===== src/rtl/bus_rr_arbiter_pkg.sv =====
// Shared definitions for the CPU-side AHB bus arbiter and the bus units that
// drive its requesters: arbiter state encoding and AHB htrans codes.
package bus_rr_arbiter_pkg;

  typedef enum logic [1:0] {
    ARB_IDLE    = 2'd0,
    ARB_GRANT   = 2'd1,
    ARB_RELEASE = 2'd2
  } arb_state_e;

  localparam logic [1:0] HTRANS_IDLE   = 2'b00;
  localparam logic [1:0] HTRANS_NONSEQ = 2'b10;
  localparam logic [1:0] HTRANS_SEQ    = 2'b11;

endpackage


===== src/rtl/bus_rr_arbiter_rr_pick.sv =====
// Combinational round-robin search: first set request after last_owner,
// wrapping modulo N.
module bus_rr_arbiter_rr_pick #(
  parameter int N   = 3,
  parameter int IDW = 2
) (
  input  logic [N-1:0]   req,
  input  logic [IDW-1:0] last_owner,
  output logic [IDW-1:0] winner,
  output logic           found
);

  int w_dist;
  int w_best;

  // NOTE: every output and temporary gets a default first so this block
  // can never infer a latch, whatever path the loop takes.
  always_comb begin
    winner = '0;
    found  = 1'b0;
    w_best = N;
    w_dist = 0;
    for (int i = 0; i < N; i++) begin
      // Distance from the slot just after last_owner; smaller wins.
      w_dist = (i + N - 1 - int'(last_owner)) % N;
      if (req[i] && (w_dist < w_best)) begin
        w_best = w_dist;
        winner = IDW'(i);
        found  = 1'b1;
      end
    end
  end

endmodule


===== src/rtl/bus_rr_arbiter.sv =====
// Registered round-robin arbiter for the single CPU-side AHB master port.
// Ownership only changes once the bus is idle and unlocked.
module bus_rr_arbiter
  import bus_rr_arbiter_pkg::*;
#(
  parameter int N        = 3,
  parameter int IDW      = 2,
  parameter int MAX_HOLD = 64,
  parameter int CW       = 8
) (
  input  logic           clk,
  input  logic           rst_n,
  input  logic [N-1:0]   bus_req,
  output logic [N-1:0]   bus_ack,
  output logic [N-1:0]   yield_req,
  output logic [IDW-1:0] grant_id,
  output logic           grant_valid,
  input  logic [1:0]     htrans,
  input  logic           hready,
  input  logic           hmastlock
);

  arb_state_e     r_state,       w_state_nxt;
  logic [N-1:0]   r_ack,         w_ack_nxt;
  logic [N-1:0]   r_yield,       w_yield_nxt;
  logic [IDW-1:0] r_grant_id,    w_grant_id_nxt;
  logic           r_grant_valid, w_grant_valid_nxt;
  logic [IDW-1:0] r_last_owner,  w_last_owner_nxt;
  logic [CW-1:0]  r_hold_cnt,    w_hold_cnt_nxt;

  logic [IDW-1:0] w_winner;
  logic           w_found;
  logic           w_owner_req;
  logic           w_others_wait;
  logic           w_bus_idle;
  logic           w_hold_hit;

  bus_rr_arbiter_rr_pick #(
    .N   (N),
    .IDW (IDW)
  ) u_rr_pick (
    .req        (bus_req),
    .last_owner (r_last_owner),
    .winner     (w_winner),
    .found      (w_found)
  );

  // r_ack is the one-hot owner mask, so these need no index decode.
  assign w_owner_req   = |(bus_req & r_ack);
  assign w_others_wait = |(bus_req & ~r_ack);
  assign w_bus_idle    = (htrans == HTRANS_IDLE) && hready && !hmastlock;
  assign w_hold_hit    = (MAX_HOLD != 0) && (r_hold_cnt >= CW'(MAX_HOLD))
                         && !hmastlock && w_others_wait;

  always_comb begin
    w_state_nxt       = r_state;
    w_ack_nxt         = r_ack;
    w_yield_nxt       = r_yield;
    w_grant_id_nxt    = r_grant_id;
    w_grant_valid_nxt = r_grant_valid;
    w_last_owner_nxt  = r_last_owner;
    w_hold_cnt_nxt    = r_hold_cnt;
    unique case (r_state)
      ARB_IDLE: begin
        if (w_found) begin
          w_state_nxt       = ARB_GRANT;
          w_ack_nxt         = N'(1) << w_winner;
          w_grant_id_nxt    = w_winner;
          w_grant_valid_nxt = 1'b1;
          w_hold_cnt_nxt    = '0;
        end
      end
      ARB_GRANT: begin
        if (r_hold_cnt != '1) w_hold_cnt_nxt = r_hold_cnt + CW'(1);
        if (!w_owner_req) begin
          w_state_nxt = ARB_RELEASE;
          w_ack_nxt   = '0;
          w_yield_nxt = '0;
        end else if (w_hold_hit) begin
          // Sticky: once asked, the owner keeps seeing the request.
          w_yield_nxt = r_ack;
        end
      end
      ARB_RELEASE: begin
        // grant_id is held here so the mux stays on the finishing owner.
        if (w_bus_idle) begin
          w_state_nxt       = ARB_IDLE;
          w_last_owner_nxt  = r_grant_id;
          w_grant_valid_nxt = 1'b0;
        end
      end
      default: w_state_nxt = ARB_IDLE;
    endcase
  end

  // NOTE: state registers use non-blocking assignments so every flop
  // samples the pre-edge values regardless of statement order.
  always_ff @(posedge clk or negedge rst_n) begin
    if (!rst_n) begin
      r_state       <= ARB_IDLE;
      r_ack         <= '0;
      r_yield       <= '0;
      r_grant_id    <= '0;
      r_grant_valid <= 1'b0;
      r_last_owner  <= IDW'(N - 1);
      r_hold_cnt    <= '0;
    end else begin
      r_state       <= w_state_nxt;
      r_ack         <= w_ack_nxt;
      r_yield       <= w_yield_nxt;
      r_grant_id    <= w_grant_id_nxt;
      r_grant_valid <= w_grant_valid_nxt;
      r_last_owner  <= w_last_owner_nxt;
      r_hold_cnt    <= w_hold_cnt_nxt;
    end
  end

  assign bus_ack     = r_ack;
  assign yield_req   = r_yield;
  assign grant_id    = r_grant_id;
  assign grant_valid = r_grant_valid;

  a_ack_onehot0 : assert property (
    @(posedge clk) disable iff (!rst_n) $onehot0(r_ack));

  a_id_stable : assert property (
    @(posedge clk) disable iff (!rst_n)
    (r_state != ARB_IDLE) |=> $stable(r_grant_id));

endmodule


===== config.mk =====
export PLATFORM = sky130hd
export DESIGN_NAME = bus_rr_arbiter
export DESIGN_NICKNAME = d
export VERILOG_FILES = /design/src/rtl/bus_rr_arbiter_pkg.sv /design/src/rtl/bus_rr_arbiter_rr_pick.sv /design/src/rtl/bus_rr_arbiter.sv
export SDC_FILE = /design/constraint.sdc
export NUM_CORES = 1
export LEC_CHECK = 0
export BUFFER_PORTS_ARGS = -buffer_cell sky130_fd_sc_hd__buf_2
export CAP_MARGIN = 20
export CELL_PAD_IN_SITES_DETAIL_PLACEMENT = 0
export CELL_PAD_IN_SITES_GLOBAL_PLACEMENT = 2
export CORE_AREA = 2 2 111 113
export DETAILED_ROUTE_END_ITERATION = 8
export DIE_AREA = 0 0 113 115
export PLACE_DENSITY_LB_ADDON = 0.3
export REMOVE_ABC_BUFFERS = 1
export SYNTH_ARGS = -nofsm -noshare
export SYNTH_HDL_FRONTEND = slang
export SYNTH_SLANG_ARGS = --single-unit

===== constraint.sdc =====
create_clock -name clk -period 8.4 [get_ports clk]
set_input_delay 0 -clock clk [delete_from_list [all_inputs] [get_ports clk]]
set_output_delay 0 -clock clk [all_outputs]
set_load 0.02 [all_outputs]

Word-level counts from Yosys, hierarchy flattened
Index checks and enable logic that the tools add are counted.
Widths: inputs -> output; s select.
{"block": "word_totals", "register_bits": 21, "output_inout_bits": 9}
{"block": "op_classes", "bitwise_logic": 3, "n_mux": 22, "reduce_logical": 21, "n_lt_le_gt_ge": 4, "n_eq_ne": 8, "n_div": 3, "n_addsub": 4, "n_shift": 1}
{"cell": "$mod 32x3->32 const B", "count": 3}
{"cell": "$lt 32x32->1", "count": 2}
{"cell": "$mux 32", "count": 2}
{"cell": "$lt 32x3->1 const B", "count": 1}
{"cell": "$mux 8", "count": 2}
{"cell": "$pmux 8 s2", "count": 1}
{"cell": "$mux 3", "count": 4}
{"cell": "$reduce_and 3->1", "count": 4}
{"cell": "$add 8x1->8 const B", "count": 1}
{"cell": "$ge 8x7->1 const B", "count": 1}
{"cell": "$mux 2", "count": 4}
{"cell": "$ne 8x8->1 const B", "count": 1}
{"cell": "$logic_and 1x1->1", "count": 7}
{"cell": "$and 3x3->3", "count": 2}
{"cell": "$mux 1", "count": 6}
{"cell": "$ne 2x2->1 const B", "count": 3}
{"cell": "$pmux 2 s3", "count": 1}
{"cell": "$pmux 3 s2", "count": 1}
{"cell": "$reduce_and 2->1", "count": 3}
{"cell": "$reduce_or 3->1", "count": 2}
{"cell": "$sub 2x2->3 const A", "count": 2}
{"cell": "$logic_not 2->1", "count": 2}
{"cell": "$ne 2x1->1 const B", "count": 2}
{"cell": "$reduce_bool 2->1", "count": 2}
{"cell": "7 further kinds", "count": 7}

Longest topological paths before layout
{"block": "logic_depth", "word_depth": 14, "ltp_mapped": 36}

By module
Synthesis repeated with hierarchy kept, for this count alone.
{"block": "unflattened", "hier_cells": 369, "area_unflattened_um2": 2972.9}
{"mod": "bus_rr_arbiter_rr_pick", "cells_per_inst": 264, "instances": 1, "area_each_um2": 1936.9, "seq_area_each_um2": 0.0}
{"mod": "bus_rr_arbiter", "cells_per_inst": 105, "instances": 1, "area_each_um2": 1036.0, "seq_area_each_um2": 526.8}

Worst setup path after synthesis
OpenSTA, ideal clock, no wires.
{"block": "synth_timing", "path_type": "flip-flop to flip-flop", "start": "reg r_last_owner[0]", "end": "reg r_hold_cnt[6]", "setup_slack_ns": 0.752, "stages_incl_launch_ff": 36, "synth_period_minus_slack_ns": 7.648, "setup_time_ns": 0.130, "arrival_time_ns": 7.518, "n_path_buf": 4, "t_required_ns": 8.270, "cell_sequence": "dfrtp_1 > inv_1 > ha_1 > buf_2 > clkbuf_1 > nand2_1 > inv_1 > clkbuf_1 > ha_1 > buf_2 > a21o_1 > a21oi_1 > a21oi_1 > a211o_1 > and3_4 > a221o_1 > and3_4 > a21o_1 > and2_1 > or4_4 > a31oi_4 > mux2_1 > a22oi_1 > nand2_1 > a31o_2 > o21ai_2 > mux2i_1 > ha_1 > o21ai_0 > o21ai_0 > a21oi_1 > nor4_1 > nor2_1 > nand4_1 > xor2_1 > nor2_1"}
{"block": "synth_between", "elab_chain_len": 13}
{"item": "from (decl)", "line": "bus_rr_arbiter.sv:28", "source": "logic [IDW-1:0] r_last_owner, w_last_owner_nxt;"}
{"item": "from (signal assigned)", "line": "bus_rr_arbiter.sv:105", "source": "r_last_owner <= IDW'(N - 1);"}
{"item": "from (signal assigned)", "line": "bus_rr_arbiter.sv:113", "source": "r_last_owner <= w_last_owner_nxt;"}
{"item": "$sub 2x2->3", "line": "bus_rr_arbiter_rr_pick.sv:25", "source": "w_dist = (i + N - 1 - int'(last_owner)) % N;"}
{"item": "$mod 32x3->32", "line": "bus_rr_arbiter_rr_pick.sv:25"}
{"item": "$lt 32x3->1", "line": "bus_rr_arbiter_rr_pick.sv:26", "source": "if (req[i] && (w_dist < w_best)) begin"}
{"item": "$logic_and 1x1->1", "line": "bus_rr_arbiter_rr_pick.sv:26"}
{"item": "$mux 32", "line": "bus_rr_arbiter_rr_pick.sv:26"}
{"item": "$lt 32x32->1", "line": "bus_rr_arbiter_rr_pick.sv:26"}
{"item": "$logic_and 1x1->1", "line": "bus_rr_arbiter_rr_pick.sv:26"}
{"item": "$mux 32", "line": "bus_rr_arbiter_rr_pick.sv:26"}
{"item": "$lt 32x32->1", "line": "bus_rr_arbiter_rr_pick.sv:26"}
{"item": "$logic_and 1x1->1", "line": "bus_rr_arbiter_rr_pick.sv:26"}
{"item": "$mux 1 *", "line": "bus_rr_arbiter_rr_pick.sv:26"}
{"item": "$ne 2x1->1 (no source line) *"}
{"item": "$reduce_and 3->1 (no source line) *"}
{"item": "to (signal assigned)", "line": "bus_rr_arbiter.sv:114", "source": "r_hold_cnt <= w_hold_cnt_nxt;"}
{"item": "to (decl)", "line": "bus_rr_arbiter.sv:29", "source": "logic [CW-1:0] r_hold_cnt, w_hold_cnt_nxt;"}
Every way passes the cells marked *; elsewhere a longest branch is shown, timed or not.
A chain may end at the register's enable or synchronous reset.

Worst setup path after layout
Same ends and word-level chain as after synthesis.

==> reports/metrics.csv <==
metric,value,unit
minimum clock period after layout,7.75,ns
ant diodes,0,
depth of the CTS H-tree,1,
Detailed Route Iter0 Violations,123,
R2R cell count,33,
# rows,40,
sequential share of the synthesized area,18.2,%
Mapped Cells,379,
Core ar.,0.0118,mm^2
clk_skew,0.00439,ns
most frequent CP cell,nor2_1,
clk root buf,clkbuf_16,
relative slew slack,56.0,%
post-route cell area,0.00325,mm^2
post-synth cell types,77,
top cell type's share of synthesized area,17.3,%
post-DR wirelength/cell,16.1,um
Syn Area/Cell,7.63,um^2
Post-synth EDFFs,0,
most common cell in the netlist,nand2_1,
commonest cells in the netlist,"42 x nand2_1, 27 x nor2_1, 26 x o21ai_0",
antenna violations before repair,0,
worst vdd ir,138,uV
pin count of the biggest net entering global routing,22,
worst stage delay on the critical path,0.48,ns
pre-CTS WS,0.490,ns
P&R area growth vs syn,12.3,%
"critical path fanouts, max",21,
Slew Limit Fails,0,
Initial Util,24.5,%
Post-CTS Setup Repair Bufs,0,
"Cell Area, Placed",0.00315,mm^2
Max Clock Freq,129,MHz
Die Y,115,um
Nets,422,
CP required,8.53,ns
GRT Total Usage,13.5,%
slowest CP cell,dfrtp_1,
Worst-Margin Slew,0.660,ns
vias in the first global route,2885,
fraction of layout cells with a size suffix above 1,17.0,%
Detail Route Antenna Nets,0,
TritonRoute pass-1 iters,4,
Max Cap Viol,0,
Most used DFF post-synth,dfrtp_1,
hold path cells,3,
filler cell count in the final layout,1286,
Pwr Density,230,mW/mm^2
"FF+latch count, synth",21,
leading area contributor after synthesis,dfrtp_1,
worst hold path type,primary input to flip-flop,
clock buffer depth,2,
LEAKAGE,1.35,nW
"CTS clk-pin slew, worst paths",0.06,ns
Clock Sinks,21,
final-report setup violation count,0,
Clock Latency Late Sink,0.25,ns
Vias,2935,
Startpoint Class,flip-flop,
Final GP Congestion,0.829,
overall power,0.747,mW
CP Data Arrival Time,7.88,ns
Die Area,0.0130,mm^2
Routed WL,8680,um
Synth warnings,0,
status,finished clean,
R2R setup slack,0.65,ns
I/O pins,18,
Avg Vias per Cell,5.44,
CTS Buf Count,3,
DRC violations left,0,
hpwl dp,6700,um
asr flop ratio synth,100,%
CTS tree,yes,
TNS Setup,0,ns
I/O Buffers,17,
Worst Setup End Kind,flip-flop,
gr ovfl total,0,
Final Worst Setup Slack,0.647,ns
die width,113,um
final hold vios,0,
critical path class,flip-flop to flip-flop,
period utilization,92.3,%
Post-Syn Area,0.00289,mm^2
RSZ-0062 raised after global routing,false,
"top cells by area, synth","dfrtp_1 17%, ha_1 8.2%, nand2_1 5.5%, o21ai_0 4.5%, nor2_1 3.5%",
first-pass GRT wire length,14500,um
==> layout make-up <==
type	count	area, um^2	area share, %
tap	147	184	5.67
timing repair buffer	30	185	5.71
sequential	21	527	16.2
multi-input combinational	323	2210	68.2
inverter	15	56.3	1.73
clock inverter	1	5.00	0.154
clock buffer	3	75.1	2.31
==> logic make-up after synthesis <==
family,count (synthesis),share of synthesized area [%]
AND/OR/NAND/NOR,161,29.4
AO/OA/AOI/OAI,126,32.7
buffers and inverters,35,5.54
flip-flops,21,18.2
adder cells (fa/ha/maj),19,8.23
XOR/XNOR,9,2.99
multiplexers,8,2.86
==> cell usage in the layout (no fill, tap or decap), types with 3 or more instances in the layout <==
cell type and instances:
ha_1 19, and3_1 4, o21ai_0 26, o22ai_1 4, a31oi_1 3, a21boi_0 3
nand4_1 5, or2_2 4, nor2b_1 6, a21o_1 7, clkbuf_16 3, nand2b_1 11
o21ba_2 3, and2_1 9, a211o_1 3, xnor2_1 4, nand3_1 17, nor2_1 27
buf_2 17, a21oi_1 14, mux2i_1 6, buf_4 12, nor4_1 3, o31ai_1 7
nand2_1 42, dfrtp_1 20, inv_1 15, a22o_1 4, a31o_2 6, nor3_1 12
o21a_1 5, and3b_1 3, xor2_1 4
==> worst max-delay path: cells and delay by family (launching register included) <==
family          cells  cell delay, ns
compound gates     11            2.90
xor+xnor            2            0.36
fa+ha+maj           3            0.93
buf+inv             4            0.62
flops               1            0.48
mux                 2            0.56
simple gates       11            1.75
==> what timing repair did <==
| action | CTS | global route |
|---|---|---|
| hold endpoints to repair | 20 | 0 |
| hold buffers | 1 | 0 |
| endpoints found under the setup margin | 0 | 7 |
| gates resized for setup | 0 | 3 |
==> state kept, by name (all words and copies together), names as in the netlist <==
signal / flops
r_hold_cnt: 8
bus_ack: 3
yield_req: 3
grant_id: 2
r_last_owner: 2
r_state: 2
grant_valid: 1
==> layer usage <==
layer,wire [um],GRT usage (%),up-vias
li1,-,-,1452
met1,4010,18.1,1384
met2,4240,23.8,88
met3,309,0.843,11
met4,117,3.01,0
met5,0,0,-
==> path summary, 6_finish.rpt <==
path,start,to
min reg2reg,grant_valid,grant_valid
min in group asynchronous,rst_n,r_hold_cnt[6]
max reg2reg,r_last_owner[0],r_hold_cnt[6]
min,htrans[0],r_state[1]
max,r_last_owner[0],r_hold_cnt[6]
max in group asynchronous,rst_n,r_last_owner[1]
==> through the flow <==
stage	cells	hold slack (ns)	util, %
2_1_floorplan	359	-0.296	-
3_3_place_gp	535	-0.0115	26.6
3_5_place_dp	535	-0.00351	26.6
4_1_cts	540	0.0557	27.4
5_1_grt	540	0.0656	27.5
6_report	540	0.0510	27.5
==> power by group <==
| part | leakage [nW] | internal, mW | switching, mW | total [mW] |
|---|---|---|---|---|
| combinational | 1.04 | 0.191 | 0.293 | 0.484 |
| sequential | 0.273 | 0.127 | 0.0343 | 0.161 |
| clock | 0.0409 | 0.0639 | 0.0375 | 0.101 |
| total | 1.35 | 0.382 | 0.365 | 0.747 |
No activity file was read; power rests on OpenSTA's default activity.
